## src/rtl/mem_pkg.sv

```systemverilog
// Shared types and default constants for the cache backing memory.
package mem_pkg;

    localparam int unsigned MEM_ADDR_W    = 5;
    localparam int unsigned MEM_DATA_W    = 32;
    localparam int unsigned READ_LAT_DEF  = 4;
    localparam int unsigned WRITE_LAT_DEF = 2;
    localparam int unsigned WB_DEPTH_DEF  = 4;

    typedef enum logic [1:0] {
        ST_IDLE,
        ST_DRAIN,
        ST_READ
    } state_t;

    // One posted write waiting to be committed to the array.
    typedef struct packed {
        logic [MEM_ADDR_W-1:0] addr;
        logic [MEM_DATA_W-1:0] data;
    } wb_entry_t;

endpackage

```

## src/rtl/mem_wbuf.sv

```systemverilog
// Posted-write FIFO; pointers carry one extra bit to tell full from empty.
module mem_wbuf
    import mem_pkg::*;
#(
    parameter int unsigned DEPTH = WB_DEPTH_DEF
) (
    input  logic                     clk,
    input  logic                     rst,
    input  logic                     push,
    input  wb_entry_t                push_entry,
    input  logic                     pop,
    output wb_entry_t                head,
    output logic                     full,
    output logic                     empty,
    output logic [$clog2(DEPTH):0]   count
);

    localparam int unsigned IDX_W = $clog2(DEPTH);
    localparam int unsigned PTR_W = IDX_W + 1;

    wb_entry_t        buf_q [DEPTH];
    logic [PTR_W-1:0] wr_ptr;
    logic [PTR_W-1:0] rd_ptr;
    logic             do_push;
    logic             do_pop;

    assign do_push = push && !full;
    assign do_pop  = pop && !empty;

    // Pointer update; push and pop may both happen in one cycle.
    always_ff @(posedge clk) begin
        if (rst) begin
            wr_ptr <= '0;
            rd_ptr <= '0;
        end else begin
            if (do_push) wr_ptr <= wr_ptr + PTR_W'(1);
            if (do_pop)  rd_ptr <= rd_ptr + PTR_W'(1);
        end
    end

    // Entry storage needs no reset: the pointers define what is live.
    always_ff @(posedge clk) begin
        if (do_push) buf_q[wr_ptr[IDX_W-1:0]] <= push_entry;
    end

    assign head  = buf_q[rd_ptr[IDX_W-1:0]];
    assign count = wr_ptr - rd_ptr;
    assign empty = (wr_ptr == rd_ptr);
    assign full  = (wr_ptr[IDX_W-1:0] == rd_ptr[IDX_W-1:0]) &&
                   (wr_ptr[IDX_W] != rd_ptr[IDX_W]);

endmodule

```

## src/rtl/mem_backend.sv

```systemverilog
// Main-memory model behind the cache: posted writes drain in the background,
// reads wait for the buffer to drain and then take READ_LAT cycles.
module mem_backend
    import mem_pkg::*;
#(
    parameter int unsigned ADDR_W    = MEM_ADDR_W,
    parameter int unsigned DATA_W    = MEM_DATA_W,
    parameter int unsigned READ_LAT  = READ_LAT_DEF,
    parameter int unsigned WRITE_LAT = WRITE_LAT_DEF,
    parameter int unsigned WB_DEPTH  = WB_DEPTH_DEF
) (
    input  logic              clk,
    input  logic              rst,
    input  logic              req_valid,
    output logic              req_ready,
    input  logic              req_wr,
    input  logic [ADDR_W-1:0] req_addr,
    input  logic [DATA_W-1:0] req_data,
    output logic              resp_valid,
    output logic [DATA_W-1:0] resp_data,
    output logic              wb_empty
);

    localparam int unsigned WORDS  = 2 ** ADDR_W;
    localparam int unsigned WCNT_W = $clog2(WRITE_LAT + 1);
    localparam int unsigned RCNT_W = $clog2(READ_LAT + 2);
    localparam int unsigned CNT_W  = $clog2(WB_DEPTH) + 1;

    state_t            state;
    logic [RCNT_W-1:0] rd_cnt;
    logic [RCNT_W-1:0] rd_nxt_c;
    logic [ADDR_W-1:0] rd_addr;
    logic [WCNT_W-1:0] wr_cnt;
    logic [DATA_W-1:0] mem_q [WORDS];

    wb_entry_t         wb_head;
    wb_entry_t         wb_in;
    logic              wb_full;
    logic              wb_fifo_empty;
    logic [CNT_W-1:0]  wb_count;
    logic              accept;
    logic              wr_push;
    logic              rd_accept;
    logic              commit;

    assign req_ready = !rst && (state == ST_IDLE) && !wb_full;
    assign accept    = req_valid && req_ready;
    assign wr_push   = accept && req_wr;
    assign rd_accept = accept && !req_wr;
    assign wb_in     = '{addr: MEM_ADDR_W'(req_addr), data: MEM_DATA_W'(req_data)};
    assign commit    = !wb_fifo_empty && (wr_cnt == WCNT_W'(WRITE_LAT - 1));
    assign wb_empty  = (wb_count == '0) && (wr_cnt == '0);
    assign rd_nxt_c  = rd_cnt + RCNT_W'(1);

    mem_wbuf #(
        .DEPTH(WB_DEPTH)
    ) u_wbuf (
        .clk        (clk),
        .rst        (rst),
        .push       (wr_push),
        .push_entry (wb_in),
        .pop        (commit),
        .head       (wb_head),
        .full       (wb_full),
        .empty      (wb_fifo_empty),
        .count      (wb_count)
    );

    // Drain counter: ages the head entry until it is due for commit.
    always_ff @(posedge clk) begin
        if (rst) begin
            wr_cnt <= '0;
        end else if (commit) begin
            wr_cnt <= '0;
        end else if (!wb_fifo_empty) begin
            wr_cnt <= wr_cnt + WCNT_W'(1);
        end
    end

    // Word array; reset clears every word, a due head entry is committed.
    always_ff @(posedge clk) begin
        if (rst) begin
            for (int unsigned i = 0; i < WORDS; i++) mem_q[i] <= '0;
        end else if (commit) begin
            mem_q[wb_head.addr] <= wb_head.data;
        end
    end

    // Read FSM with registered response; reads never bypass pending writes.
    always_ff @(posedge clk) begin
        if (rst) begin
            state      <= ST_IDLE;
            rd_cnt     <= '0;
            rd_addr    <= '0;
            resp_valid <= 1'b0;
            resp_data  <= '0;
        end else begin
            resp_valid <= 1'b0;
            case (state)
                ST_IDLE: begin
                    if (rd_accept) begin
                        rd_addr <= req_addr;
                        if (!wb_empty) begin
                            state <= ST_DRAIN;
                        end else begin
                            state  <= ST_READ;
                            rd_cnt <= RCNT_W'(1);
                        end
                    end
                end
                ST_DRAIN: begin
                    if (wb_empty) begin
                        state  <= ST_READ;
                        rd_cnt <= RCNT_W'(1);
                    end
                end
                ST_READ: begin
                    rd_cnt <= rd_nxt_c;
                    if (rd_nxt_c >= RCNT_W'(READ_LAT)) begin
                        resp_valid <= 1'b1;
                        resp_data  <= mem_q[rd_addr];
                        state      <= ST_IDLE;
                    end
                end
                default: state <= ST_IDLE;
            endcase
        end
    end

endmodule

```

## config.mk

```make
export PLATFORM = sky130hd
export DESIGN_NAME = mem_backend
export DESIGN_NICKNAME = d
export VERILOG_FILES = /design/src/rtl/mem_pkg.sv /design/src/rtl/mem_wbuf.sv /design/src/rtl/mem_backend.sv
export SDC_FILE = /design/constraint.sdc
export NUM_CORES = 2
export LEC_CHECK = 0
export ABC_AREA = 1
export BUFFER_PORTS_ARGS = -buffer_cell sky130_fd_sc_hd__buf_4
export CAP_MARGIN = 20
export CORE_UTILIZATION = 59
export DETAILED_ROUTE_END_ITERATION = 8
export HOLD_SLACK_MARGIN = 0.03
export PLACE_DENSITY_LB_ADDON = 0.1
export RECOVER_POWER = 25
export SLEW_MARGIN = 20
export SYNTH_ARGS = -nofsm -noshare
export SYNTH_HDL_FRONTEND = slang
export SYNTH_SLANG_ARGS = --single-unit
```

## constraint.sdc

```tcl
create_clock -name clk -period 6.57 [get_ports clk]
set_clock_uncertainty 0.15 [all_clocks]
set_input_delay 0.657 -clock clk [delete_from_list [all_inputs] [get_ports clk]]
set_output_delay 0.657 -clock clk [all_outputs]
set_load 0.01 [all_outputs]
```

==> out/summary.txt <==
Via/cell ratio -> 5.98
Synth warn -> 0
Routed via count -> 38800
IO buf count -> 75
Clk root buf -> clkbuf_16
Type of origin of the critical path -> flip-flop
CTS H-tree lvls -> 4
Least-Margin Pin Slew -> 2010 ps
Peak supply drop -> 0.261 mV
Max cap viols -> 9
Post-synth top area share -> 0.656
CORE AREA -> 90000 sq um
Antenna violations before repair -> 2
# setup viols final -> 0
Clock Latency Late Sink -> 750 ps
Worst-path fanout max -> 33
Global-route met2 utilization -> 0.525
Area grow syn2layout -> 9.28%
Standard-cell rows -> 110
Failing checks -> capacitance limit, slew limit
Final Hold Viols -> 0
Worst-path clk slew -> 60 ps
Yosys cell types -> 28
GRT Resource Usage Total -> 0.333
WP data arrival -> 5370 ps
Min Tclk post-route -> 5140 ps
Max Root-Sink Buffers -> 3
Total grt overflow -> 0
DP HPWL -> 87400 microns
Setup TNS -> 0 ps
Met3 Use GR -> 0.0726
First-pass GRT wire length -> 227000 microns
Leakage -> 23.0 nW
Critical Path RT -> 6790 ps
DR iter-0 viols -> 4836
Die Wd -> 304 microns
Mapped Cells -> 5305
Synthesized flop and latch total -> 1225
Die Area -> 92200 sq um
Post-Route WL -> 154000 microns
CP Class -> flip-flop to flip-flop
Cell Pwr Density -> 299 nW/um^2
Initial Util -> 0.596
Hold Path Class -> input pin to flip-flop
WL/cell -> 23.7 microns
Syn Area/Cell -> 10.1 sq um
Placer Congestion -> 0.927
Sink Count -> 1225
Util after Layout -> 0.652
Slew Viols, Final -> 281
CTS Buf Count -> 130
Cell taking the most area after synthesis -> edfxtp_1
Period utilization -> 0.783
Final ANT Viol Nets -> 0
Gr busiest metal -> met2
Largest net degree at the start of global routing -> 203
Drt drc -> 0
Layout cells sized above 1 -> 0.0626
Total I/O pin count -> 76
Max Clk Rate -> 194 MHz
Diode count -> 0
Slew headroom -> -0.342
Fillers -> 7221
Setup repair bufs after CTS -> 0
Mapped Nets -> 5356
Status -> finished, violations left
First-pass DRT Iterations -> 9
Register area share after synthesis -> 0.675
Mapped Area -> 53700 sq um
Die height -> 304 microns
Crit end category -> flip-flop
Synth area leaders -> edfxtp_1 (66%), nand2_1 (11%), nand3_1 (7.8%)
CTS tree -> built
RSZ-0062 raised after global routing -> false
Routing usage on met1 -> 0.447
Vias in the first global route -> 36400
Fin nets -> 5274
-- timing repair --
action / CTS / global route
hold endpoints to repair: 152 / 0
gates resized for setup: 0 / 0
hold buffers: 38 / 0
-- kinds of logic (layout without fill, tap and decap cells) --
| logic type | after synthesis | after routing | share of synthesized area |
|---|---|---|---|
| buf+inv | 489 | 507 | 0.0442 |
| flops | 1225 | 1225 | 0.675 |
| fa+ha+maj | 10 | 10 | 0.00233 |
| compound gates | 156 | 156 | 0.0177 |
| xor+xnor | 1 | 1 | 0.000163 |
| simple gates | 3424 | 3424 | 0.260 |
-- per-stage QoR --
stage	cell area, sq um	worst slack [ps]	power, mW	hold WS, ps	std cells
2_1_floorplan	53700	3210	9.93	288	5305
5_1_grt	58700	1140	18.0	342	6499
3_3_place_gp	54600	2550	10.6	304	6229
3_5_place_dp	54600	2400	10.6	310	6229
4_1_cts	59000	2390	17.6	323	6499
6_report	58700	1430	17.6	314	6499
-- layout make-up --
class                           instances  area, sq um  share of cell area
Tap cell                             1176         1470              0.0251
Multi-Input combinational cell       3591        15100               0.257
Timing Repair Buffer                  236         1640              0.0279
Clock buffer                          186         3700              0.0630
Clock inverter                         46          354             0.00604
Inverter                               39          166             0.00284
Sequential cell                      1225        36300               0.618
-- metal layers --
metal	wire length [microns]	up-vias
li1	-	17700
met1	58100	18800
met2	72500	2030
met3	16500	326
met4	7080	2
met5	13	-
-- worst paths after layout --
| path | startpoint | end | slack [ps] | cells after the start |
|---|---|---|---|---|
| worst min-delay path | req_valid | u_wbuf.wr_ptr[1]$_SDFFE_PP0N_ | 310 | 3 |
| worst max-delay path | u_wbuf.wr_ptr[0]$_SDFFE_PP0N_ | mem_q[26][8]$_SDFFCE_PN0P_ | 1430 | 13 |
| worst max register to register | u_wbuf.wr_ptr[0]$_SDFFE_PP0N_ | mem_q[26][8]$_SDFFCE_PN0P_ | 1430 | 13 |
| worst min register to register | wr_cnt[1]$_SDFFE_PP0N_ | wr_cnt[1]$_SDFFE_PP0N_ | 320 | 2 |
-- power by group --
part | internal, mW | total [mW] | switching [mW]
logic | 0.347 | 1.59 | 1.24
clock network | 4.10 | 7.09 | 2.99
registers | 8.78 | 8.88 | 0.0946
-- cell usage in the layout, fill, tap and decap left out, types with 46 or more instances in the layout --
| cell type | count |
|---|---|
| nand2_1 | 1517 |
| edfxtp_1 | 1172 |
| nor2_1 | 1050 |
| nand3_1 | 843 |
| clkbuf_16 | 140 |
| clkbuf_1 | 125 |
| buf_4 | 111 |
| a21oi_1 | 76 |
| dfxtp_1 | 48 |
| o21ai_0 | 46 |
-- flip-flops by register name, indices dropped and copies added, names as in the netlist, named ones only --
register	cells
mem_q	1024
u_wbuf.buf_q	148
resp_data	32
rd_addr	5
rd_cnt	3
u_wbuf.rd_ptr	3
u_wbuf.wr_ptr	3
state	2
wr_cnt	2
resp_valid	1
-- critical path: stages, from the launching register on --
cell	delay [ps]
dfxtp_1	370
inv_1	110
ha_1	290
nand2_1	70
inv_1	50
nand3_1	170
nand3_1	350
inv_1	180
nand2_1	80
nor2_1	860
nand2_1	100
clkbuf_1	810
nand2_1	640
buf_4	510
-- cell usage after synthesis --
| cell | count |
|---|---|
| inv_1 | 36 |
| a32o_1 | 32 |
| nor3b_1 | 1 |
| clkinv_1 | 1 |
| a32oi_1 | 1 |
| buf_2 | 136 |
| inv_2 | 2 |
| nand3_1 | 842 |
| buf_1 | 27 |
| nor3_4 | 2 |
| nand2_1 | 1517 |
| buf_6 | 48 |
| a21oi_1 | 76 |
| and2_1 | 2 |
| o21ai_0 | 46 |
| edfxtp_1 | 1172 |
| nand3_2 | 1 |
| nand2_2 | 1 |
| ha_1 | 10 |
| nor2_4 | 2 |
| dfxtp_1 | 53 |
| clkbuf_1 | 237 |
| o22a_2 | 1 |
| buf_4 | 2 |
| xor2_1 | 1 |
| nand4_1 | 3 |
| nor2_1 | 1048 |
| nor3_1 | 5 |
Power figures use the tool's default switching activity.
